### src/rtl/wash_scheduler.sv
// Wash-rinse-spin program sequencer feeding the seven-segment display.
// Counts each stage down on a one-second tick; all outputs are registered.
module wash_scheduler #(
  parameter int unsigned WASH_T  = 9,
  parameter int unsigned RINSE_T = 6,
  parameter int unsigned SPIN_T  = 6
) (
  input  logic       clk,
  input  logic       rst,
  input  logic       power,
  input  logic       start_pause,
  input  logic       tick,
  output logic [9:0] all,
  output logic [4:0] one,
  output logic [1:0] stage,
  output logic       running,
  output logic       done,
  output logic       power_out
);

  if (WASH_T < 1 || WASH_T > 31 || RINSE_T < 1 || RINSE_T > 31 ||
      SPIN_T < 1 || SPIN_T > 31) begin : g_bad_durations
    $error("wash_scheduler: stage durations must lie in 1..31");
  end

  localparam logic [9:0] TOTAL_T = 10'(WASH_T + RINSE_T + SPIN_T);

  typedef enum logic [2:0] {
    S_OFF   = 3'd0,
    S_IDLE  = 3'd1,
    S_RUN   = 3'd2,
    S_PAUSE = 3'd3,
    S_DONE  = 3'd4
  } state_t;

  state_t     state_q, state_d;
  logic [9:0] all_q, all_d;
  logic [4:0] one_q, one_d;
  logic [1:0] stage_q, stage_d;
  logic       running_q, running_d;
  logic       done_q, done_d;
  logic       power_out_q, power_out_d;

  function automatic logic [4:0] stage_dur(input logic [1:0] s);
    case (s)
      2'd0:    stage_dur = 5'(WASH_T);
      2'd1:    stage_dur = 5'(RINSE_T);
      2'd2:    stage_dur = 5'(SPIN_T);
      default: stage_dur = 5'd0;
    endcase
  endfunction

  // Next-state and counter update; power loss outranks the key, the key outranks the tick.
  always_comb begin
    state_d = state_q;
    all_d   = all_q;
    one_d   = one_q;
    stage_d = stage_q;
    if (!power) begin
      state_d = S_OFF;
      all_d   = 10'd0;
      one_d   = 5'd0;
      stage_d = 2'd0;
    end else begin
      case (state_q)
        S_OFF, S_DONE: begin
          if (state_q == S_OFF || start_pause) begin
            state_d = S_IDLE;
            all_d   = TOTAL_T;
            one_d   = stage_dur(2'd0);
            stage_d = 2'd0;
          end else begin
            state_d = state_q;
          end
        end
        S_IDLE: begin
          if (start_pause) state_d = S_RUN;
          else             state_d = S_IDLE;
        end
        S_RUN: begin
          if (start_pause) begin
            state_d = S_PAUSE;
          end else if (tick) begin
            if (one_q > 5'd1) begin
              all_d = all_q - 10'd1;
              one_d = one_q - 5'd1;
            end else if (stage_q < 2'd2) begin
              // Load the next stage directly so 'one' never reads zero mid-program.
              all_d   = all_q - 10'd1;
              stage_d = stage_q + 2'd1;
              one_d   = stage_dur(stage_q + 2'd1);
            end else begin
              state_d = S_DONE;
              all_d   = 10'd0;
              one_d   = 5'd0;
            end
          end else begin
            state_d = S_RUN;
          end
        end
        S_PAUSE: begin
          if (start_pause) state_d = S_RUN;
          else             state_d = S_PAUSE;
        end
        default: begin
          state_d = S_OFF;
          all_d   = 10'd0;
          one_d   = 5'd0;
          stage_d = 2'd0;
        end
      endcase
    end
    running_d   = (state_d == S_RUN);
    done_d      = (state_d == S_DONE);
    power_out_d = (state_d != S_OFF);
  end

  // State, counters and status flags registered together.
  always_ff @(posedge clk) begin
    if (rst) begin
      state_q     <= S_OFF;
      all_q       <= 10'd0;
      one_q       <= 5'd0;
      stage_q     <= 2'd0;
      running_q   <= 1'b0;
      done_q      <= 1'b0;
      power_out_q <= 1'b0;
    end else begin
      state_q     <= state_d;
      all_q       <= all_d;
      one_q       <= one_d;
      stage_q     <= stage_d;
      running_q   <= running_d;
      done_q      <= done_d;
      power_out_q <= power_out_d;
    end
  end

  assign all       = all_q;
  assign one       = one_q;
  assign stage     = stage_q;
  assign running   = running_q;
  assign done      = done_q;
  assign power_out = power_out_q;

endmodule

### config.mk
export PLATFORM = sky130hd
export DESIGN_NAME = wash_scheduler
export DESIGN_NICKNAME = d
export VERILOG_FILES = /design/src/rtl/wash_scheduler.sv
export SDC_FILE = /design/constraint.sdc
export NUM_CORES = 1
export LEC_CHECK = 0
export CORE_UTILIZATION = 50
export DETAILED_ROUTE_END_ITERATION = 10
export GPL_ROUTABILITY_DRIVEN = 0
export PLACE_DENSITY = 0.78
export SYNTH_ARGS = -nofsm -noshare
export SYNTH_HDL_FRONTEND = slang
export SYNTH_SLANG_ARGS = --single-unit
### constraint.sdc
create_clock -name clk -period 4.75 [get_ports clk]
set_input_delay 0.7125 -clock clk [delete_from_list [all_inputs] [get_ports clk]]
set_output_delay 0.7125 -clock clk [all_outputs]
set_load 0.05 [all_outputs]
Word-level counts from Yosys, hierarchy flattened

Index checks and enable logic that the tools add are counted.

Flip-flop bits (word level): 23
Bits of input ports: 5
Output and inout port bits: 20
Word-level logic and storage cells: 65

$add $sub $neg: 3
Order comparisons: 2
Equality and inequality tests: 13
Multiplexer cells: 28
Bitwise operators: 2
Reduce and logical (&&, ||, !) cells: 10

Operators with widths:

| operator              | count |
|---|---|
| $mux 10               | 5 |
| $pmux 10 s3           | 1 |
| $mux 5                | 5 |
| $mux 3                | 6 |
| $pmux 5 s3            | 1 |
| $mux 2                | 6 |
| $pmux 3 s4            | 1 |
| $ne 2x2->1 const B    | 5 |
| $sub 10x1->10 const B | 1 |
| $eq 3x2->1 const B    | 3 |
| $pmux 4 s2            | 1 |
| $reduce_or 2->1       | 4 |
| $eq 3x3->1 const B    | 2 |
| $pmux 2 s3            | 1 |
| $reduce_and 6->1      | 1 |
| $gt 5x1->1 const B    | 1 |
| $sub 5x1->5 const B   | 1 |
| $reduce_and 4->1      | 1 |
| $eq 3x1->1 const B    | 1 |
| $logic_not 3->1       | 1 |
| $reduce_bool 3->1     | 1 |
| $add 2x1->2 const B   | 1 |
| $eq 2x1->1 const B    | 1 |
| $eq 2x2->1 const B    | 1 |
| 5 further kinds       | 6 |

Longest topological paths before layout

Depth in word-level cells: 9
Depth in mapped cells: 7
Depth with buffers taken out: 6

Least setup slack after synthesis

Ideal clock, no wire load.

Path type: register to register
Start: reg one_q[1] (netlist: one[1])
End: reg one_q[4] (netlist: one[4])
Library setup time: 70 ps
Data arrival time: 2,082 ps
Data required time: 4,680 ps
Path slack: 2,597 ps
Cell stages (with the launch flop): 8
Buffers on the path: 1
Period minus slack after synthesis: 2,153 ps
Path through: dfxtp_1 inv_1 ha_1 o21bai_1 and2_1 clkbuf_1 or4_1 a21oi_1

Longest elaborated chain between the ends: 5
Elaborated cells between the ends (all ways): 6
Those cells by class: 1 x add/sub; 1 x order compare; 4 x mux

Ends and longest elaborated chain:

| what                                      | line   | RTL |
|---|---|---|
| from (decl)                               | 38     | `logic [4:0] one_q, one_d;` |
| from (signal assigned)                    | 131    | `one_q <= one_d;` |
| $sub 5x1->5 or $gt 5x1->1 (tied branches) | 86, 84 |  |
| $mux 5 (*)                                | 84     | `if (one_q > 5'd1) begin` |
| $mux 5 (*)                                | 83     | `end else if (tick) begin` |
| $mux 5 (*)                                | 81     | `if (start_pause) begin` |
| $pmux 5 s3 (*)                            | 65     | `case (state_q)` |

Every way passes the cells marked *; elsewhere a longest branch is shown, timed or not. The select of a mux whose other input is x is not followed.
A chain may end at the register's enable or synchronous reset.

Final worst setup path

Start: in start_pause
End: reg all_q[1] (netlist: all[1])

Longest elaborated chain between the ends: 3
Elaborated cells between the ends (all ways): 4
Those cells by class: 2 x eq/ne; 2 x reduce/logical

Ends and longest elaborated chain:

| what                                  | line | RTL |
|---|---|---|
| from (decl)                           | 11   | `input logic start_pause,` |
| $logic_or 1x1->1                      | 67   | `if (state_q == S_OFF \|\| start_pause) begin` |
| $ne 2x2->1 (no source line)           | --   |  |
| $reduce_and 4->1 (no source line) (*) | --   |  |
| to (signal assigned)                  | 130  | `all_q <= all_d;` |
| to (decl)                             | 37   | `logic [9:0] all_q, all_d;` |

Every way passes the cells marked *; elsewhere a longest branch is shown, timed or not.

==> flow_summary.yaml <==
outcome:
  status: "finished clean"
power_and_ir_drop:
  switching_power_mw: 0.116
  p_int_mw: 0.260
  clkPwrFrac: 0.234
  combPwrFrac: 0.220
  vdd_drop_max_mv: 0.171
  pwr_density_cell_nw_per_um2: 254
  p_leak_nw: 0.530
  p_seq_frac: 0.546
  p_sw_frac: 0.309
sta:
  period_share: 0.582
  drv_slew: 0
  hold_viol_final: 0
  fmax_mhz: 362
  tns_ns: 0
  setup_viol: 0
  rsz0062_at_grt: "false"
  tightest_slew_ns: 1.02
  relSlewSlack: 0.318
  finalCriticalPeriod_ns: 2.77
  setup_slack_ns: 1.98
  skew_ns: 0.00470
worst_hold_path:
  worstHoldPathType: "flop to flop"
  min-delay-start: "all[9]"
  whs_path_depth: 2
  hold_path_end: "all[9]"
place:
  place_area_um2: 1450
  port_buffers: 24
  placed_cells: 193
  dp_slack_ns: 1.66
  place_hpwl_um: 1890
clock_tree:
  cts_resized: 0
  insertion_delay_ns: 0.30
  clockBufferDepth: 2
  cts_buffers: 3
  clock_sinks: 23
  htreeDepth: 1
  tritoncts: "done"
  cts_hold_buffers: 0
  cts-root-buf: "clkbuf_4"
  cts_setup_buffers: 0
  clk_pin_slew_ns: 0.12
synthesis:
  yosys.area.top_type: "dfxtp_1"
  synth_top_area_frac: 0.384
  synth-seq-cells: 23
  synth_area_um2: 1200
  synth_nets: 155
  synth.area.top_cells: "dfxtp_1 (38%), a21oi_1 (5.4%), ha_1 (4.2%), nor2_1 (3.8%), nand2_1 (3.4%)"
  yosysWarningCount: 0
  async_flop_share: 0
  synth.avg_cell_area_um2: 8.22
  synth_edf_count: 0
  synthFlopType: "dfxtp_1"
  synth.distinct_cells: 41
  syn_inst: 146
  ys_seq_area_frac: 0.384
run:
  drv_cap: 0
routing:
  wl_um: 2560
  vias: 1148
  drcViolationCount: 0
  post_drt_wl_per_cell_um: 13.0
  detail-route-antenna-nets: 0
  drt_iter0_drc: 49
  dr.pass1.iters: 4
  viasPerCell: 5.83
cells_and_area:
  instances_no_fill: 197
  final_cell_area_um2: 1480
  areaGrowthSynthToFinish_pct: 23.5
  nNetsFinal: 179
  final_layout_size_suffix_gt1_frac: 0.0533
  n_antenna_cell: 0
critical_path:
  path_max_fanout: 17
  crit_path_end_kind: "flop"
  cp_common_cell: "o21ai_1"
  slowest_stage: "o21ai_1"
  required_ns: 4.98
  r2r-end: "all[1]"
  critical_path_arrival_ns: 3.00
  startpoint_type: "primary input"
  r2r_slack_ns: 2.43
  path_class: "primary input to flop"
  reg2reg_depth: 4
  path_cells: "clkdlybuf4s50_1 > or4b_1 > o21ai_1 > o21ai_1 > a211oi_1"
  cpPeakStageDelay_ns: 0.57
  rr_startpoint: "state_q[0]"
global_route:
  antenna_found_initial: 0
  grt_max_degree: 18
  overflow: 0
  grt_pass1_wl_um: 4330
  grt_pass1_vias: 999
  gr-usage-all-layers: 0.217
floorplan:
  die_w_um: 51.0
  die_area_um2: 2600
  start_util: 0.537
  rows: 17
  die_y_um: 51.0
  ios: 25
  core_area_um2: 2230
-- placed cells by master, fill, tap and decap left out, types with 3 or more instances in the layout --
| cell type | instances |
|---|---|
| ha_1 | 4 |
| a21oi_1 | 13 |
| dfxtp_1 | 23 |
| nor3b_1 | 3 |
| nand2_1 | 11 |
| xor2_1 | 3 |
| a221oi_1 | 3 |
| o21ai_0 | 7 |
| nand2b_1 | 3 |
| clkbuf_4 | 3 |
| nor2_1 | 12 |
| nor2b_1 | 3 |
| or3_1 | 3 |
| nand3_1 | 3 |
| a31oi_1 | 4 |
| o211ai_1 | 3 |
| inv_1 | 10 |
| nor3_1 | 5 |
| clkdlybuf4s50_1 | 24 |
| or4_1 | 3 |
-- through the flow --
stage          total power [mW]  hold slack, ns  utilization
2_1_floorplan             0.270           0.498            -
3_5_place_dp              0.292           0.485        0.651
6_report                  0.377           0.500        0.663
3_3_place_gp              0.291           0.462        0.651
5_1_grt                   0.395           0.524        0.663
4_1_cts                   0.381           0.503        0.663
-- Yosys cell counts (2+ instances only) --
| cell type | instances |
|---|---|
| o31ai_1 | 2 |
| a21oi_1 | 13 |
| o22ai_1 | 2 |
| ha_1 | 4 |
| o21ai_0 | 7 |
| or4_1 | 3 |
| clkbuf_1 | 2 |
| nand2_1 | 11 |
| a31oi_1 | 4 |
| nor3_1 | 5 |
| dfxtp_1 | 23 |
| buf_2 | 2 |
| a221oi_1 | 3 |
| nor3b_1 | 3 |
| nor2b_1 | 3 |
| nor2_1 | 12 |
| o21ai_1 | 2 |
| nand2b_1 | 3 |
| inv_1 | 10 |
| or3_1 | 3 |
| o211ai_1 | 3 |
| o21bai_1 | 2 |
| nand3_1 | 3 |
| nand4b_1 | 2 |
| xor2_1 | 3 |
-- area by class of cell --
type                       instances  area [um2]
fill                             192         752
multi-input combinational        108         681
sequential                        23         460
timing repair buffer              24         240
inverter                          10        37.5
tap                               28        35.0
clock buffer                       3        22.5
clock inverter                     1        5.00
-- worst max path at each step --
stage	startpoint	end	slack (ns)
global placement	start_pause	all[1]	1.75
CTS	start_pause	all[1]	1.99
floorplan	one[1]	one[4]	2.60
finish	start_pause	all[1]	1.98
detailed placement	start_pause	all[1]	1.66
global route	start_pause	all[1]	1.73
-- cell families (layout without fill, tap and decap cells) --
logic type | Yosys count | count (layout) | share of synthesized area
flip-flops | 23 | 23 | 0.384
XOR/XNOR | 3 | 3 | 0.0219
AND/OR/NAND/NOR | 55 | 55 | 0.257
adder cells (fa/ha/maj) | 4 | 4 | 0.0417
buffers and inverters | 15 | 38 | 0.0490
AO/OA/AOI/OAI | 46 | 46 | 0.247
-- power groups by stage --
stage	sequential (mW)	clock (mW)	combinational, mW
final	0.206	0.0881	0.0828
after global routing	0.207	0.0975	0.0904
after CTS	0.206	0.0920	0.0827
after detailed placement	0.210	0	0.0823
after global placement	0.210	0	0.0810
after floorplan	0.225	0	0.0446
-- state kept, by name, indices dropped and copies added, names as in the netlist --
| signal | count |
|---|---|
| one | 5 |
| stage | 2 |
| state_q | 3 |
| all | 10 |
| power_out | 1 |
| running | 1 |
| done | 1 |
-- critical path, delay by kind of cell --
family / cells / cell delay [ns]
compound gates: 3 / 1.24
simple gates: 1 / 0.55
buf+inv: 1 / 0.50
-- metal layers --
layer  wire [um]  vias up  global-route usage
met5           0        -                   0
met4          44        0              0.0694
met3          82        6              0.0208
met2        1220       24               0.355
met1        1210      536               0.297
li1            -      582                   -
Note: power is estimated with default switching activity, not from simulation.
==> variant, RTL diff (same settings) <==
Register the output `one` once more, with the module's reset; this adds one clock of latency there. The other outputs are not delayed to match. Comments in the files are not updated.
--- a/src/rtl/wash_scheduler.sv
+++ b/src/rtl/wash_scheduler.sv
@@ -139,3 +139,9 @@
   assign all       = all_q;
-  assign one       = one_q;
+  always_ff @(posedge clk) begin
+    if (rst) begin
+      one <= '0;
+    end else begin
+      one <= one_q;
+    end
+  end
   assign stage     = stage_q;
Behaviour: not the same (a bounded check fails within 4 cycles, from zero or initial values and one cycle with rst high).
==> variant against the original RTL <==
Fmax up 4.2%. Final area up 14%. Via count up 10%. Setup slack better by 0.11 ns. Sequential cell count up 5. Register-to-register slack better by 0.08 ns. First-iteration DRC count down 4.1%. Combinational power up 5.8%. Synthesized area up 18%. Total power up 19%. Wire length up 20%. Global-route usage up 0.41 points.
==> variant: results (changes against the original RTL) <==
Outcome
  • Outcome: finished clean

STA
  • Slew margin rel.: 28.54% (-3.2 points)
  • Worst slew pin tran: 1.065 ns (+0.04871 ns)
  • Hold slack final: 0.5236 ns (+0.02370 ns)

Synth
  • Average cell area after synthesis: 8.925 µm² (+8.6%)
  • Top cells by count, synth: dfxtp_1, nor2_1, nand2_1
  • Synth Area in XOR/XNOR: 1.242% (-0.95 points)
  • Distinct cells, synth: 48 (+17%)
  • Register area share after synthesis: 39.75% (+1.4 points)
  • Top cells by area, synth: dfxtp_1, nor2_1, a21oi_1
  • Synth Area in Adders: 3.549% (-0.62 points)

Drt
  • Routed wl met2: 1454 µm (+19%)
  • Via/cell ratio: 6.072 (+4.2%)
  • Met3 wire length: 157 µm (+91%)
  • Total wire length: 3074 µm (+20%)

Global routing
  • GR met2 Demand/Resource: 36.14% (+0.62 points)
  • Largest net degree at the start of global routing: 17 (-1)
  • Grt met3 use: 3.552% (+1.5 points)
  • Total track usage: 22.07% (+0.41 points)

Layout
  • Layout cells sized above 1: 6.742% (+1.4 points)
  • Final Non-Filler Cells: 208 (+5.6%)

Place
  • Post-Place Cells: 204 (+5.7%)
  • DP HPWL: 2275 µm (+20%)

Pwr
  • Peak VDD IR: 0.1778 mV (+3.7%)
  • P_leak: 0.0006157 µW (+16%)
  • Net Sw Frac: 28.62% (-2.3 points)

Hold path
  • Critical hold path startpoint: all[6]

Critical path
  • Reg2reg setup slack: 2.51 ns (+0.08 ns)
[variant: cell types whose count changed in the layout (fill, tap and decap cells not counted), moves of 3 or more]
cell,change
a21oi_1,-3
o21ai_0,-3
nand4_1,+3
nor2b_1,+3
a31oi_1,+3
nor2_1,+3
nor3_1,-5
dfxtp_1,+5
[variant: final cells by class]
cell class / instances / area (µm²) / area share (%)
Timing Repair Buffer: 24 / 240.2 / 14.28
Sequential cell: 28 / 560.5 / 33.31
Clock buffer: 4 / 36.28 / 2.156
Tap cell: 30 / 37.54 / 2.230
Multi-Input combinational cell: 113 / 774.5 / 46.02
Inverter: 9 / 33.78 / 2.007
[variant: critical path: stages]
cell	delay (ns)
clkdlybuf4s50_1	0.60
nor3b_2	0.12
o31ai_2	0.90
o21ai_1	0.36
a21oi_1	0.21
[variant: power by group through the flow]
stage	Clock, µW	Combinational, µW	Sequential [µW]
after floorplan	0	50.1	267
after global placement	0	84.0	254
after detailed placement	0	86.8	254
after CTS	118	87.1	249
after global routing	127	94.4	251
final	113	87.6	249
